--- src/rtl/fht_result_reader.sv ---
// Streams the FHT spectrum out of the four RAM banks as one valid/ready sample stream,
// optionally undoing the bank bit-reverse ordering so the host sees natural order.
module fht_result_reader #(
    parameter int D_BIT  = 17,
    parameter int A_BIT  = 8,
    parameter int RD_LAT = 2
) (
    input  logic             iCLK,
    input  logic             iRESET,
    input  logic             iFHT_RDY,
    input  logic             iSTART,
    input  logic             iBIT_REV,
    output logic [A_BIT-1:0] oADDR_RD,
    input  logic [D_BIT-1:0] iDATA_0,
    input  logic [D_BIT-1:0] iDATA_1,
    input  logic [D_BIT-1:0] iDATA_2,
    input  logic [D_BIT-1:0] iDATA_3,
    output logic [D_BIT-1:0] oDATA,
    output logic             oVALID,
    input  logic             iREADY,
    output logic [A_BIT+1:0] oINDEX,
    output logic             oLAST,
    output logic             oBUSY,
    output logic             oDONE,
    output logic             oERR
);
    // Stream handshake: a sample transfers on a rising edge where oVALID & iREADY;
    // once raised, oVALID and the sample fields hold until that transfer happens.

    typedef enum logic [1:0] {S_IDLE, S_RUN, S_DONE} state_t;

    state_t           state;
    logic             bit_rev;
    logic [A_BIT:0]   fr;
    logic [RD_LAT:0]  pipe;
    logic [D_BIT-1:0] slot [2][4];
    logic [1:0]       full;
    logic             head;
    logic             tail;
    logic [1:0]       ob;
    logic [A_BIT-1:0] orow;

    logic [D_BIT-1:0] in_row [4];
    logic [D_BIT-1:0] row_n  [4];
    logic [D_BIT-1:0] sample_n;
    logic             hs, free, cap, issue, last_hs, head_n;
    logic [2:0]       inflight, occ;
    logic [1:0]       full_n, ob_n;
    logic [A_BIT-1:0] orow_n;

    assign in_row[0] = iDATA_0;
    assign in_row[1] = iDATA_1;
    assign in_row[2] = iDATA_2;
    assign in_row[3] = iDATA_3;

    function automatic logic [A_BIT-1:0] bitrev(input logic [A_BIT-1:0] x);
        logic [A_BIT-1:0] r;
        r = '0;
        for (int i = 0; i < A_BIT; i++) r[i] = x[A_BIT-1-i];
        return r;
    endfunction

    always_comb begin
        hs       = oVALID & iREADY;
        free     = hs & (ob == 2'd3);
        cap      = pipe[RD_LAT] & (state == S_RUN);
        last_hs  = hs & oLAST;
        inflight = '0;
        for (int i = 0; i <= RD_LAT; i++) inflight = inflight + {2'b00, pipe[i]};
        occ      = {2'b00, full[0]} + {2'b00, full[1]};
        // A slot freed on this edge can be refilled by a fetch issued on the same edge.
        issue    = (state == S_RUN) && !fr[A_BIT] &&
                   ((occ + inflight) < (3'd2 + {2'b00, free}));
        full_n   = full;
        if (free) full_n[head] = 1'b0;
        if (cap)  full_n[tail] = 1'b1;
        head_n   = head ^ free;
        ob_n     = hs ? ob + 2'd1 : ob;
        orow_n   = orow + {{(A_BIT-1){1'b0}}, free};
        for (int b = 0; b < 4; b++)
            row_n[b] = (cap && (tail == head_n)) ? in_row[b] : slot[head_n][b];
        sample_n = row_n[ob_n];
    end

    always_ff @(posedge iCLK or posedge iRESET) begin
        if (iRESET) begin
            state    <= S_IDLE;
            bit_rev  <= 1'b0;
            fr       <= '0;
            pipe     <= '0;
            full     <= '0;
            head     <= 1'b0;
            tail     <= 1'b0;
            ob       <= '0;
            orow     <= '0;
            for (int s = 0; s < 2; s++)
                for (int b = 0; b < 4; b++) slot[s][b] <= '0;
            oADDR_RD <= '0;
            oDATA    <= '0;
            oVALID   <= 1'b0;
            oINDEX   <= '0;
            oLAST    <= 1'b0;
            oBUSY    <= 1'b0;
            oDONE    <= 1'b0;
            oERR     <= 1'b0;
        end else begin
            case (state)
                S_IDLE: begin
                    oDONE <= 1'b0;
                    pipe  <= {pipe[RD_LAT-1:0], 1'b0};
                    if (iSTART && iFHT_RDY) begin
                        state    <= S_RUN;
                        bit_rev  <= iBIT_REV;
                        oERR     <= 1'b0;
                        oBUSY    <= 1'b1;
                        oADDR_RD <= '0;
                        fr       <= (A_BIT+1)'(1);
                        pipe     <= (RD_LAT+1)'(1);
                        full     <= '0;
                        head     <= 1'b0;
                        tail     <= 1'b0;
                        ob       <= '0;
                        orow     <= '0;
                        oVALID   <= 1'b0;
                        oINDEX   <= '0;
                        oLAST    <= 1'b0;
                    end
                end
                S_RUN: begin
                    if (!iFHT_RDY) oERR <= 1'b1;
                    pipe <= {pipe[RD_LAT-1:0], issue};
                    if (issue) begin
                        oADDR_RD <= bit_rev ? bitrev(fr[A_BIT-1:0]) : fr[A_BIT-1:0];
                        fr       <= fr + 1'b1;
                    end
                    if (cap) begin
                        for (int b = 0; b < 4; b++) slot[tail][b] <= in_row[b];
                        tail <= ~tail;
                    end
                    full <= full_n;
                    head <= head_n;
                    ob   <= ob_n;
                    orow <= orow_n;
                    if (last_hs) begin
                        state  <= S_DONE;
                        oBUSY  <= 1'b0;
                        oVALID <= 1'b0;
                        oLAST  <= 1'b0;
                        oDONE  <= 1'b1;
                    end else begin
                        oVALID <= full_n[head_n];
                        if (full_n[head_n]) begin
                            oDATA  <= sample_n;
                            oINDEX <= {orow_n, ob_n};
                            oLAST  <= &{orow_n, ob_n};
                        end
                    end
                end
                default: begin
                    state <= S_IDLE;
                    oDONE <= 1'b0;
                    pipe  <= {pipe[RD_LAT-1:0], 1'b0};
                end
            endcase
        end
    end

endmodule

--- config.mk ---
export PLATFORM = sky130hd
export DESIGN_NAME = fht_result_reader
export DESIGN_NICKNAME = d
export VERILOG_FILES = /design/src/rtl/fht_result_reader.sv
export SDC_FILE = /design/constraint.sdc
export NUM_CORES = 1
export LEC_CHECK = 0
export ABC_AREA = 0
export CAP_MARGIN = 20
export CORE_MARGIN = 1
export CORE_UTILIZATION = 57
export DETAILED_ROUTE_END_ITERATION = 6
export MAX_ROUTING_LAYER = met4
export PLACE_DENSITY = 0.91
export SLEW_MARGIN = 40
export SYNTH_ARGS = -nofsm -noshare
export SYNTH_HDL_FRONTEND = slang
export SYNTH_SLANG_ARGS = --single-unit
--- constraint.sdc ---
create_clock -name iCLK -period 8.2 [get_ports iCLK]
set_clock_uncertainty 0.2 [all_clocks]
set_input_delay 1.64 -clock iCLK [delete_from_list [all_inputs] [get_ports iCLK]]
set_output_delay 1.64 -clock iCLK [all_outputs]
set_load 0.02 [all_outputs]
==> flow_summary.json <==
{
  "cts_tree": "done",
  "clk_pin_slew_worst_paths_ps": 60,
  "nFillCells": 1200,
  "area_growth_pct": 18.89,
  "final_core_util_pct": 70.04,
  "ys_seq_area_share_pct": 47.98,
  "muxShareOfSynthArea_pct": 18.43,
  "design_area_mm2": 0.01271,
  "syn_area_mm2": 0.01069,
  "hp-start": "slot[1]",
  "die_y_um": 139.0,
  "p_per_area_mw_per_mm2": 433.6,
  "min_to": "slot[1]",
  "drv_cap": 0,
  "grt_pass1_wl_um": 46370,
  "reg2reg_to": "oDATA[3]",
  "clock.fmax_mhz": 210.5,
  "viasPerCell": 6.426,
  "slew_headroom_pct": 42.43,
  "regArea_mm2": 0.005134,
  "path_class": "primary input to register",
  "synth_top_family_by_area": "multiplexers",
  "final.setup.tns_ps": 0,
  "worstPathArrival_ps": 4920,
  "synthSimpleGateAreaFrac_pct": 15.67,
  "worstMarginPinSlew_ps": 859.4,
  "path_max_fanout": 21,
  "grt-ovfl-total": 0,
  "netlist-cell-type-count": 57,
  "setup_viol": 0,
  "core.rowCount": 49,
  "multi_input_area_mm2": 0.005271,
  "cts.sinks": 205,
  "rsz0062_at_grt": "false",
  "syn_area_per_cell_um2": 9.936,
  "drv_slew": 0,
  "drcViolationCount": 8,
  "cts_resized": 0,
  "core_mm2": 0.01815,
  "grt_pass1_vias": 9006,
  "cts_root_buffer": "clkbuf_16",
  "holdBufCountCts": 0,
  "endpoint_kind": "register",
  "synth-edff-count": 0,
  "ys_ff_latch": 205,
  "num_vias": 8958,
  "post_cts_buffers": 0,
  "p_leak_uw": 0.005462,
  "antenna_found_initial": 0,
  "final_cells": 1394,
  "track_usage_pct": 30.93,
  "synth_xor_area_share_pct": 1.451,
  "gp_congestion": 0.8410,
  "clock_latency_ps": 510,
  "hold_ws_ps": 276.4,
  "synth_fp_nets": 1157,
  "min_period_ps": 4750,
  "dieArea_mm2": 0.01931,
  "hold_depth": 2,
  "cp-start-kind": "primary input",
  "nNetsFinal": 1230,
  "period_share_pct": 57.93,
  "dr.pass1.iters": 7,
  "violations": "DRC",
  "placedCellCount": 1353,
  "grt_max_degree": 136,
  "path_cells": "clkdlybuf4s50_1, nand3_2, inv_2, xnor2_2, mux2i_1, nand3_1, a2111oi_0, nor3_1",
  "required_ps": 8370,
  "dieWidth_um": 139.0,
  "diodes": 0,
  "max-vdd-ir-drop_mv": 0.2413,
  "wl_um": 28500,
  "hold_viol_final": 0,
  "place_area_mm2": 0.01198,
  "cpMaxStageDelayCell": "xnor2_2",
  "crit_family": "simple AND/OR/NAND/NOR gates",
  "rrSetupSlack_ps": 4100,
  "path_buf_inv": 2,
  "start_util_pct": 58.91,
  "drt_iter0_drc": 795,
  "drive_gt1_share_pct": 13.65,
  "pin_count": 114,
  "status": "finished with violations",
  "dp_hpwl_um": 17500,
  "async_flop_share_pct": 100.0,
  "hp-class": "register to register",
  "cts_inserted_buffers": 23,
  "htreeDepth": 1,
  "ant_nets": 0,
  "post_drt_wl_per_cell_um": 20.45,
  "synth_fa_ha_area_share_pct": 0.9596,
  "numPortBuffers": 113,
  "worst-r2r-cell-count": 8,
  "synth_cells": 1076,
  "r2r-start": "ob[0]",
  "synth_ff_type": "dfrtp_1",
  "clockBufferDepth": 3,
  "synth-compound-area-share_pct": 11.93,
  "cp_slowest_stage_delay_ps": 680,
  "ys_warn_count": 0
}
==> tightest hold or removal path, delay by kind of cell (launching register included) <==
| family | cells | cell delay (ps) |
|---|---|---|
| flops | 1 | 340 |
| simple gates | 2 | 110 |
==> placed cells by master (no fill, tap or decap), drive strengths merged, types with 3 or more instances in the layout <==
cell / netlist / routed
o31ai: 28 / 28
nand3: 22 / 22
nand4b: 3 / 3
a21oi: 42 / 42
a31oi: 8 / 8
nand3b: 3 / 3
and2: 6 / 6
nand4: 4 / 4
mux2i: 81 / 81
nand2: 294 / 294
clkdlybuf4s50: 0 / 113
inv: 6 / 6
a221oi: 12 / 12
a211oi: 19 / 19
mux4: 16 / 16
and3: 8 / 8
clkinv: 0 / 5
a311oi: 6 / 6
nand2b: 3 / 3
ha: 5 / 5
clkbuf: 40 / 35
nor3: 9 / 9
mux2: 71 / 71
o22ai: 4 / 4
o21ai: 35 / 35
a22oi: 22 / 22
xor2: 7 / 7
a21o: 3 / 3
xnor2: 9 / 9
buf: 40 / 15
nor2: 41 / 41
dfrtp: 205 / 205
==> sequential cells by signal, summed over array words and instances (netlist names) <==
name / flops
full: 2
slot: 136
oINDEX: 10
oERR: 1
pipe: 3
oDONE: 1
state: 2
ob: 2
oADDR_RD: 8
oDATA: 17
oLAST: 1
orow: 8
oBUSY: 1
tail: 1
fr: 9
bit_rev: 1
head: 1
oVALID: 1
==> cell type report <==
type                    instances  share of cell area [%]
clock buffers                  35                   5.276
well taps                     229                   2.254
flip-flops and latches        205                   40.39
multi-input cells             785                   41.47
repair buffers                128                   9.903
clock inverters                 6                  0.4331
inverters                       6                  0.2756
==> worst max-delay path by stage <==
stage	slack, ps	depth (start not counted)	from	end
after global placement	3130	9	iREADY	oDATA[3]
final	3450	8	iREADY	oDATA[3]
after global routing	3180	8	iREADY	oDATA[3]
after floorplan	760	1	iRESET	bit_rev
after CTS	3480	8	iREADY	oDATA[3]
after detailed placement	3050	8	iREADY	oDATA[3]
==> report_power, final <==
part	leakage [uW]	internal (uW)	switching (uW)
registers	0.00251	1480	403
clock network	0.000361	592	398
logic	0.00259	1170	1470
total	0.00546	3240	2270
==> routing by layer <==
layer	vias up	global-route usage [%]	part of all wire, %
met2	486	47.37	49
met4	0	15.73	4.0
met1	4418	39.70	39
met5	-	-	0
li1	3953	-	-
met3	101	5.628	8.5
==> Yosys cell counts (6+ instances only) <==
| cell | n | area share, % |
|---|---|---|
| nand3_1 | 21 | 0.98 |
| a311oi_1 | 6 | 0.49 |
| xor2_1 | 7 | 0.57 |
| o21ai_0 | 33 | 1.5 |
| a21oi_1 | 42 | 2.0 |
| a221oi_1 | 12 | 0.98 |
| a31oi_1 | 8 | 0.47 |
| a211oi_1 | 19 | 1.3 |
| nor3_1 | 9 | 0.42 |
| mux4_2 | 16 | 3.4 |
| clkbuf_1 | 40 | 1.4 |
| mux2i_1 | 81 | 7.6 |
| o31ai_1 | 27 | 1.9 |
| nand2_1 | 294 | 10 |
| xnor2_1 | 7 | 0.57 |
| and3_1 | 8 | 0.47 |
| a22oi_1 | 22 | 1.5 |
| nor2_1 | 41 | 1.4 |
| buf_2 | 30 | 1.4 |
| mux2_2 | 71 | 7.5 |
| dfrtp_1 | 205 | 48 |
==> cell families (layout without fill, tap and decap cells) <==
kind of cell	Yosys count	count (layout)
AO/OA/AOI/OAI	191	191
XOR/XNOR	16	16
adder cells (fa/ha/maj)	7	7
buffers and inverters	86	175
flip-flops	205	205
multiplexers	168	168
AND/OR/NAND/NOR	403	403
==> stage by stage <==
step	total power, uW	worst slack, ps
2_1_floorplan	3687	764.2
3_3_place_gp	4275	3130
3_5_place_dp	4435	3046
4_1_cts	5469	3484
5_1_grt	5822	3184
6_report	5511	3450
Power figures use the tool's default switching activity.
